### config.mk
export PLATFORM = sky130hd
export DESIGN_NAME = branch_pred_unit
export DESIGN_NICKNAME = d
export VERILOG_FILES = /design/src/rtl/branch_pred_unit.sv
export SDC_FILE = /design/constraint.sdc
export NUM_CORES = 2
export LEC_CHECK = 0
export ABC_AREA = 1
export BUFFER_PORTS_ARGS = -buffer_cell sky130_fd_sc_hd__buf_2
export CAP_MARGIN = 20
export CORE_MARGIN = 1
export CORE_UTILIZATION = 45
export CTS_CLUSTER_SIZE = 24
export DETAILED_ROUTE_END_ITERATION = 16
export PLACE_DENSITY = 0.65
export SLEW_MARGIN = 10
export SYNTH_ARGS = -nofsm -noshare
export SYNTH_HDL_FRONTEND = slang
export SYNTH_SLANG_ARGS = --single-unit
### constraint.sdc
create_clock -name CLK -period 6.2 [get_ports CLK]
set_input_delay 0.93 -clock CLK [delete_from_list [all_inputs] [get_ports CLK]]
set_output_delay 0.93 -clock CLK [all_outputs]
set_load 0.02 [all_outputs]
### src/rtl/branch_pred_unit.sv
// Direct-mapped branch target buffer with saturating direction counters and perf counters.
// Latency: lookup is combinational (0 cycles); updates and flushes take effect at the next rising edge.
// Backpressure: none; the fetch stage qualifies LKP_VALID and the execute stage qualifies UPD_EN.
module branch_pred_unit #(
    parameter int XLEN    = 32,
    parameter int ENTRIES = 16,
    parameter int CTR_W   = 2,
    parameter int PERF_W  = 32
) (
    input  logic              CLK,
    input  logic              RST,
    input  logic [XLEN-1:0]   LKP_PC,
    input  logic              LKP_VALID,
    output logic              PRED_HIT,
    output logic              PRED_TAKEN,
    output logic [XLEN-1:0]   PRED_NPC,
    input  logic              UPD_EN,
    input  logic [XLEN-1:0]   UPD_PC,
    input  logic              UPD_TAKEN,
    input  logic [XLEN-1:0]   UPD_TARGET,
    input  logic              UPD_IS_JUMP,
    input  logic              UPD_MISPRED,
    input  logic              FLUSH_ALL,
    output logic [PERF_W-1:0] PERF_LOOKUPS,
    output logic [PERF_W-1:0] PERF_HITS,
    output logic [PERF_W-1:0] PERF_MISPRED
);

    localparam int IDX_W = $clog2(ENTRIES);
    localparam int TAG_W = XLEN - IDX_W - 2;

    localparam logic [CTR_W-1:0]  CTR_MAX  = '1;
    localparam logic [CTR_W-1:0]  CTR_ONE  = 1;
    // Weakly taken: only the MSB set, so a single not-taken flips the prediction.
    localparam logic [CTR_W-1:0]  CTR_WEAK = CTR_ONE << (CTR_W - 1);
    localparam logic [PERF_W-1:0] PERF_MAX = '1;
    localparam logic [PERF_W-1:0] PERF_ONE = 1;

    // Entry state: valid/ctr/is_jump are reset, tag/target are plain storage.
    logic [ENTRIES-1:0]            valid_q, valid_d;
    logic [ENTRIES-1:0]            jump_q,  jump_d;
    logic [ENTRIES-1:0][CTR_W-1:0] ctr_q,   ctr_d;
    logic [TAG_W-1:0]              tag_q    [ENTRIES];
    logic [TAG_W-1:0]              tag_d    [ENTRIES];
    logic [XLEN-1:0]               target_q [ENTRIES];
    logic [XLEN-1:0]               target_d [ENTRIES];

    logic [PERF_W-1:0] perf_lkp_q, perf_lkp_d;
    logic [PERF_W-1:0] perf_hit_q, perf_hit_d;
    logic [PERF_W-1:0] perf_mis_q, perf_mis_d;

    logic [IDX_W-1:0] lkp_idx, upd_idx;
    logic [TAG_W-1:0] lkp_tag, upd_tag;
    logic             upd_hit;

    // PC[1:0] never participate in indexing or tagging.
    logic unused_pc_lsbs;
    assign unused_pc_lsbs = ^{LKP_PC[1:0], UPD_PC[1:0]};

    assign lkp_idx = LKP_PC[IDX_W+1:2];
    assign lkp_tag = LKP_PC[XLEN-1:IDX_W+2];
    assign upd_idx = UPD_PC[IDX_W+1:2];
    assign upd_tag = UPD_PC[XLEN-1:IDX_W+2];

    // Combinational lookup; reads the registered state so same-cycle updates are not visible.
    always_comb begin
        PRED_HIT   = valid_q[lkp_idx] && (tag_q[lkp_idx] == lkp_tag);
        PRED_TAKEN = PRED_HIT && (jump_q[lkp_idx] || ctr_q[lkp_idx][CTR_W-1]);
        PRED_NPC   = PRED_TAKEN ? target_q[lkp_idx] : (LKP_PC + XLEN'(4));
    end

    // Next-state for the entry array: flush dominates, then hit-update or taken-miss allocate.
    always_comb begin
        valid_d  = valid_q;
        jump_d   = jump_q;
        ctr_d    = ctr_q;
        tag_d    = tag_q;
        target_d = target_q;
        upd_hit  = valid_q[upd_idx] && (tag_q[upd_idx] == upd_tag);
        if (FLUSH_ALL) begin
            valid_d = '0;
        end else if (UPD_EN) begin
            if (upd_hit) begin
                jump_d[upd_idx] = UPD_IS_JUMP;
                if (UPD_TAKEN) begin
                    target_d[upd_idx] = UPD_TARGET;
                end
                if (UPD_IS_JUMP) begin
                    ctr_d[upd_idx] = CTR_MAX;
                end else if (UPD_TAKEN) begin
                    if (ctr_q[upd_idx] != CTR_MAX) begin
                        ctr_d[upd_idx] = ctr_q[upd_idx] + CTR_ONE;
                    end
                end else begin
                    if (ctr_q[upd_idx] != '0) begin
                        ctr_d[upd_idx] = ctr_q[upd_idx] - CTR_ONE;
                    end
                end
            end else if (UPD_TAKEN) begin
                // Not-taken misses never allocate; they would only evict useful entries.
                valid_d[upd_idx]  = 1'b1;
                tag_d[upd_idx]    = upd_tag;
                target_d[upd_idx] = UPD_TARGET;
                jump_d[upd_idx]   = UPD_IS_JUMP;
                ctr_d[upd_idx]    = UPD_IS_JUMP ? CTR_MAX : CTR_WEAK;
            end
        end
    end

    // Saturating performance counters; flush leaves them alone.
    always_comb begin
        perf_lkp_d = perf_lkp_q;
        perf_hit_d = perf_hit_q;
        perf_mis_d = perf_mis_q;
        if (LKP_VALID && (perf_lkp_q != PERF_MAX)) begin
            perf_lkp_d = perf_lkp_q + PERF_ONE;
        end
        if (LKP_VALID && PRED_HIT && (perf_hit_q != PERF_MAX)) begin
            perf_hit_d = perf_hit_q + PERF_ONE;
        end
        if (UPD_EN && UPD_MISPRED && (perf_mis_q != PERF_MAX)) begin
            perf_mis_d = perf_mis_q + PERF_ONE;
        end
    end

    // Reset-bearing state: entry control bits and perf counters.
    always_ff @(posedge CLK or posedge RST) begin
        if (RST) begin
            valid_q    <= '0;
            jump_q     <= '0;
            ctr_q      <= '0;
            perf_lkp_q <= '0;
            perf_hit_q <= '0;
            perf_mis_q <= '0;
        end else begin
            valid_q    <= valid_d;
            jump_q     <= jump_d;
            ctr_q      <= ctr_d;
            perf_lkp_q <= perf_lkp_d;
            perf_hit_q <= perf_hit_d;
            perf_mis_q <= perf_mis_d;
        end
    end

    // Tag/target storage is only meaningful behind a valid bit, so it carries no reset.
    always_ff @(posedge CLK) begin
        tag_q    <= tag_d;
        target_q <= target_d;
    end

    assign PERF_LOOKUPS = perf_lkp_q;
    assign PERF_HITS    = perf_hit_q;
    assign PERF_MISPRED = perf_mis_q;

endmodule

# Word-level counts from Yosys, hierarchy flattened
# Index checks and enable logic that the tools add are counted.
[totals]
reg_bits = 1088
output_inout_bits = 130
elab_cells = 147
[op_classes]
n_addsub = 6
n_lt_le_gt_ge = 6
eq_ne = 8
mux = 47
bitwise_logic = 6
n_reduce_logical = 21
[ops]
columns = ["op", "count"]
rows = [
  ["512-bit bitwise mux", 1],
  ["416-bit bitwise mux", 1],
  ["32-bit two-way mux", 10],
  ["26-bit binary-select mux with 4-bit select", 2],
  ["26-bit two-way mux", 5],
  ["32-bit binary-select mux with 4-bit select", 1],
  ["32-bit demux with 4-bit select", 1],
  ["26-bit demux with 4-bit select", 1],
  ["32-bit by 1-bit adder with 32-bit output (second input constant)", 3],
  ["32-bit bitwise mux", 3],
  ["16-bit two-way mux", 6],
  ["32-bit inequality test (second input constant)", 3],
  ["26-bit == test", 2],
  ["32-bit by 3-bit adder with 32-bit output (second input constant)", 1],
  ["32-bit OR", 1],
  ["2-bit binary-select mux with 4-bit select", 2],
  ["16-bit bitwise mux", 1],
  ["16-bit OR", 1],
  ["1-bit binary-select mux with 4-bit select", 3],
  ["5-bit >= comparator (second input constant)", 2],
  ["1-bit logical AND", 10],
  ["4-bit by 5-bit < comparator with 1-bit output (second input constant)", 2],
  ["4-bit NOT with 5-bit output", 2],
  ["3-bit AND reduction", 3],
  ["other kinds (16)", 27],
]

# Depth between registers and ports, before layout
[logic_depth]
depth_word = 9
mapped_depth = 26
depth_no_buf = 22

# Least setup slack after synthesis
# No wires, ideal clock.
[synth_timing]
path_type = "input to output"
from = "input LKP_PC[2]"
to = "output PRED_NPC[9]"
t_arrival_ns = 3.391
t_required_ns = 5.270
slack_ns = 1.879
cell_stages = 17
n_path_buf = 5
cell_sequence = "buf_2 inv_2 buf_6 buf_6 buf_4 o21ai_0 o211ai_1 nand3_1 nand3_1 nand2_1 nand2_1 nor2_1 nand3_1 nor2_4 nand2_2 clkbuf_1 o21ai_0"
[synth_between]
elab_chain_cells = 8
elab_cells_between_ends = 19
cone_classes = "add/sub: 1; eq/ne: 1; mux: 13; bitwise: 1; reduce/logical: 3"
[synth_rtl]
columns = ["element", "line", "text"]
rows = [
  ["start: declaration", "12", "input logic [XLEN-1:0] LKP_PC,"],
  ["4-bit NOT with 5-bit output (not written as such)", "67", "PRED_HIT = valid_q[lkp_idx] && (tag_q[lkp_idx] == lkp_tag);"],
  ["26-bit binary-select mux with 4-bit select", "67", ""],
  ["26-bit two-way mux (not written as such) (2 in a row)", "67", ""],
  ["26-bit == test", "67", ""],
  ["1-bit logical AND *", "67", ""],
  ["net PRED_HIT", "14", "output logic PRED_HIT,"],
  ["1-bit logical AND *", "68", "PRED_TAKEN = PRED_HIT && (jump_q[lkp_idx] || ctr_q[lkp_idx][CTR_W-1]);"],
  ["32-bit two-way mux *", "69", "PRED_NPC = PRED_TAKEN ? target_q[lkp_idx] : (LKP_PC + XLEN'(4));"],
  ["end: declaration", "16", "output logic [XLEN-1:0] PRED_NPC,"],
]
# Mark *: on every way through the listed nets, which the timed path passes. The rest lies on a longest branch. The select of a mux whose other input is x is not followed.

# Worst setup path after layout
[layout_timing]
from = "input LKP_PC[5]"
to = "output PRED_NPC[28]"
[layout_between]
elab_chain_cells = 8
elab_cells_between_ends = 19
cone_classes = "add/sub: 1; eq/ne: 1; mux: 13; bitwise: 1; reduce/logical: 3"
[layout_rtl]
columns = ["element", "line"]
rows = [
  ["4-bit NOT with 5-bit output (not written as such)", "67, 69"],
  ["26-bit binary-select mux with 4-bit select", "67"],
  ["26-bit two-way mux (not written as such) (2 in a row)", "67"],
  ["26-bit == test", "67"],
  ["1-bit logical AND", "67"],
  ["1-bit logical AND", "68"],
  ["32-bit two-way mux *", "69"],
]
# Mark *: on every way between the ends. The rest lies on a longest branch, timed or not. The select of a mux whose other input is x is not followed.

==> flow_summary.ini <==
[finish]
syn_to_final_growth_pct = 13.24
nets = 6059
final_cell_mix = nand2_1, edfxtp_1, nor2_1
layout_commonest_cell = nand2_1
regArea_um2 = 31870
finish.utilization_pct = 51.56
multiInputGateArea_um2 = 18740
final_cells = 7577
fillCellCount = 10430
layout-drive-gt1-share_pct = 9.733

[die]
coreArea_um2 = 116500
row_count = 125
die_area_um2 = 119300
die_h_um = 345.3
ios = 234
fp.dieW_um = 345.3
initial_core_util_pct = 45.53

[yosys]
synth_area_leaders = edfxtp_1, nand2_1, dfrtp_1
syn-num-nets = 5899
synth_warnings = 0
synth-seq-area-share_pct = 60.08
ys_ff_latch = 1088
synth_area_um2 = 53050
synth.avg_cell_area_um2 = 9.164
synth_area_leader_cell = edfxtp_1
synth_cell_types = 44
synth_top_area_share_pct = 52.53
synthCells = 5789

[clocking]
clockRootBuffer = clkbuf_16
clk_pin_slew_ps = 60
clk_path_buf_depth = 3
cts-htree-levels = 3
clock_latency_ps = 750
cts_resized = 0
ctsHoldBuffers = 0
cts_buffers = 116
cts_num_sinks = 1088
post_cts_buffers = 0
cts_tree = yes

[sta]
worst_slew_pin_slew_ps = 1189
fin_setup_tns_ps = 0
fmax_mhz = 181.3
finClkSkew_ps = 72.74
slew_violations = 0
finalSetupViolCount = 0
relSlewSlack_pct = 20.56
fin_crit_ps = 5517
rsz0062_at_grt = false
hold_viol = 0
period_share_pct = 88.98

[route]
route.detailed.drc = 0
postRouteAntennaNets = 0
drt-pass1-iter-count = 7
top_layer = met5
routed-via-count = 43800
wire_per_inst_um = 22.54
drt_iter0_drc = 5568
wl_met1_mm = 70.94
met2WireLength_mm = 75.28
wl_met3_mm = 18.94
via_per_inst = 5.781
routed_wl_mm = 170.8

[worst_hold_path]
min_path_type = in -> async

[setup_path]
worst_setup_path_start_kind = primary input
critPathMaxFanout = 33
setup.worst_path.end_class = output port
crit_type = in -> out
cp.arrival_ps = 4590
worstPathRequired_ps = 5270

[power_and_ir_drop]
vdd_drop_max_uv = 262.4
leakage_uw = 0.02404
powerDensity_nw_per_um2 = 278.8

[global_routing]
grt_usage_pct = 27.97
grt.overflow.total = 0
antenna_found_initial = 20
grt_pass1_vias = 40310
grt_pass1_wl_mm = 253.3
grt_max_degree = 227

[placed_design]
dp_hpwl_mm = 102.5
portBuffers = 231
dp.cells = 7355
gp_congestion = 0.9584

[outcome]
status = finished clean

[run]
maxCapViolCount = 0
==> power breakdown <==
part	total, uW	leakage [uW]	internal (uW)	switching (uW)
sequential	8150	0.0105	8060	86.6
combinational	1690	0.0117	454	1240
clock	6910	0.00182	3940	2970
total	16700	0.0240	12500	4300
==> routing by layer <==
layer | up-vias | track usage (%)
met4 | 12 | 10.00
met3 | 351 | 5.728
met5 | - | 0
met2 | 2391 | 42.75
met1 | 20980 | 39.42
li1 | 20070 | -
==> per-stage QoR <==
stage	cell area (um^2)	hold slack, ps	total power [uW]	setup WS [ps]
CTS	60040	375.5	16790	791.3
global route	60060	435.3	17250	427.2
finish	60070	335.5	16750	683.2
floorplan	53050	453.0	9275	950.1
global placement	56300	468.1	9918	788.3
detailed placement	56300	476.2	9948	806.6
==> flip-flops by register name, indices dropped and copies added, names as in the netlist <==
signal / cells
ctr_q: 32
PERF_MISPRED: 32
tag_q: 416
valid_q: 16
PERF_LOOKUPS: 32
jump_q: 16
PERF_HITS: 32
target_q: 512
==> critical path, stage by stage <==
cell and delay [ps]:
buf_2 330, nand2_1 130, clkinv_2 170, buf_4 550, nand2_1 230, nor3_1 200
buf_4 180, nand4_1 120, nor3_1 400, nand3_1 230, nor4_1 290, xor2_1 230
nand2_1 80, o21ai_1 230, buf_2 240
==> cell families after synthesis <==
kind of cell	after synthesis	share of synthesized area, %
fa+ha+maj	6	0.1415
xor+xnor	107	1.767
buf+inv	641	5.092
simple gates	2961	22.38
compound gates	986	10.54
flops	1088	60.08
==> cell usage after synthesis <==
master and n:
nand2_1 1769, edfxtp_1 928, nor2_1 744, o21ai_0 593
inv_1 310, nand3_1 281, clkbuf_1 163, dfrtp_1 160
buf_2 119, o22ai_1 104, a21oi_1 84, xor2_1 78
o211ai_1 77, nand4_1 72, o221ai_1 55, nor3_1 49
o21ai_1 32, xnor2_1 29, buf_4 24, nor4_1 16
o31ai_1 16, a22oi_1 12, a32o_1 9, buf_1 9
buf_6 7, nand3b_1 7, ha_1 6, nor2_2 6
inv_2 5, and3_1 4, nand2_2 3, nor2_4 3
clkinv_1 2, nor3_2 2, or4_1 2, a311oi_1 1
a31oi_1 1, and2_1 1, clkbuf_2 1, inv_4 1
nand2_4 1, nor3_4 1, o21bai_1 1, o21bai_2 1
==> path summary, 6_finish.rpt <==
check | from | to | slack [ps] | cells past startpoint
worst max-delay path | LKP_PC[5] | PRED_NPC[28] | 680 | 15
worst min-delay path | RST | PERF_HITS[9] | 340 | 2
worst max register to register | tag_q[270] | tag_q[276] | 2360 | 17
worst min register to register | PERF_MISPRED[30] | PERF_MISPRED[30] | 490 | 1
max in group asynchronous | RST | PERF_MISPRED[18] | 4420 | 3
min in group CLK | PERF_MISPRED[30] | PERF_MISPRED[30] | 490 | 1
==> final cells by class <==
| class | instances | share of cell area, % |
|---|---|---|
| sequential | 1088 | 53.05 |
| timing repair buffer | 365 | 4.255 |
| multi-input combinational | 4060 | 31.20 |
| clock inverter | 72 | 1.181 |
| clock buffer | 138 | 5.057 |
| inverter | 318 | 2.027 |
| tap | 1524 | 3.174 |
| antenna | 12 | 0.04999 |
Power figures use the tool's default switching activity.
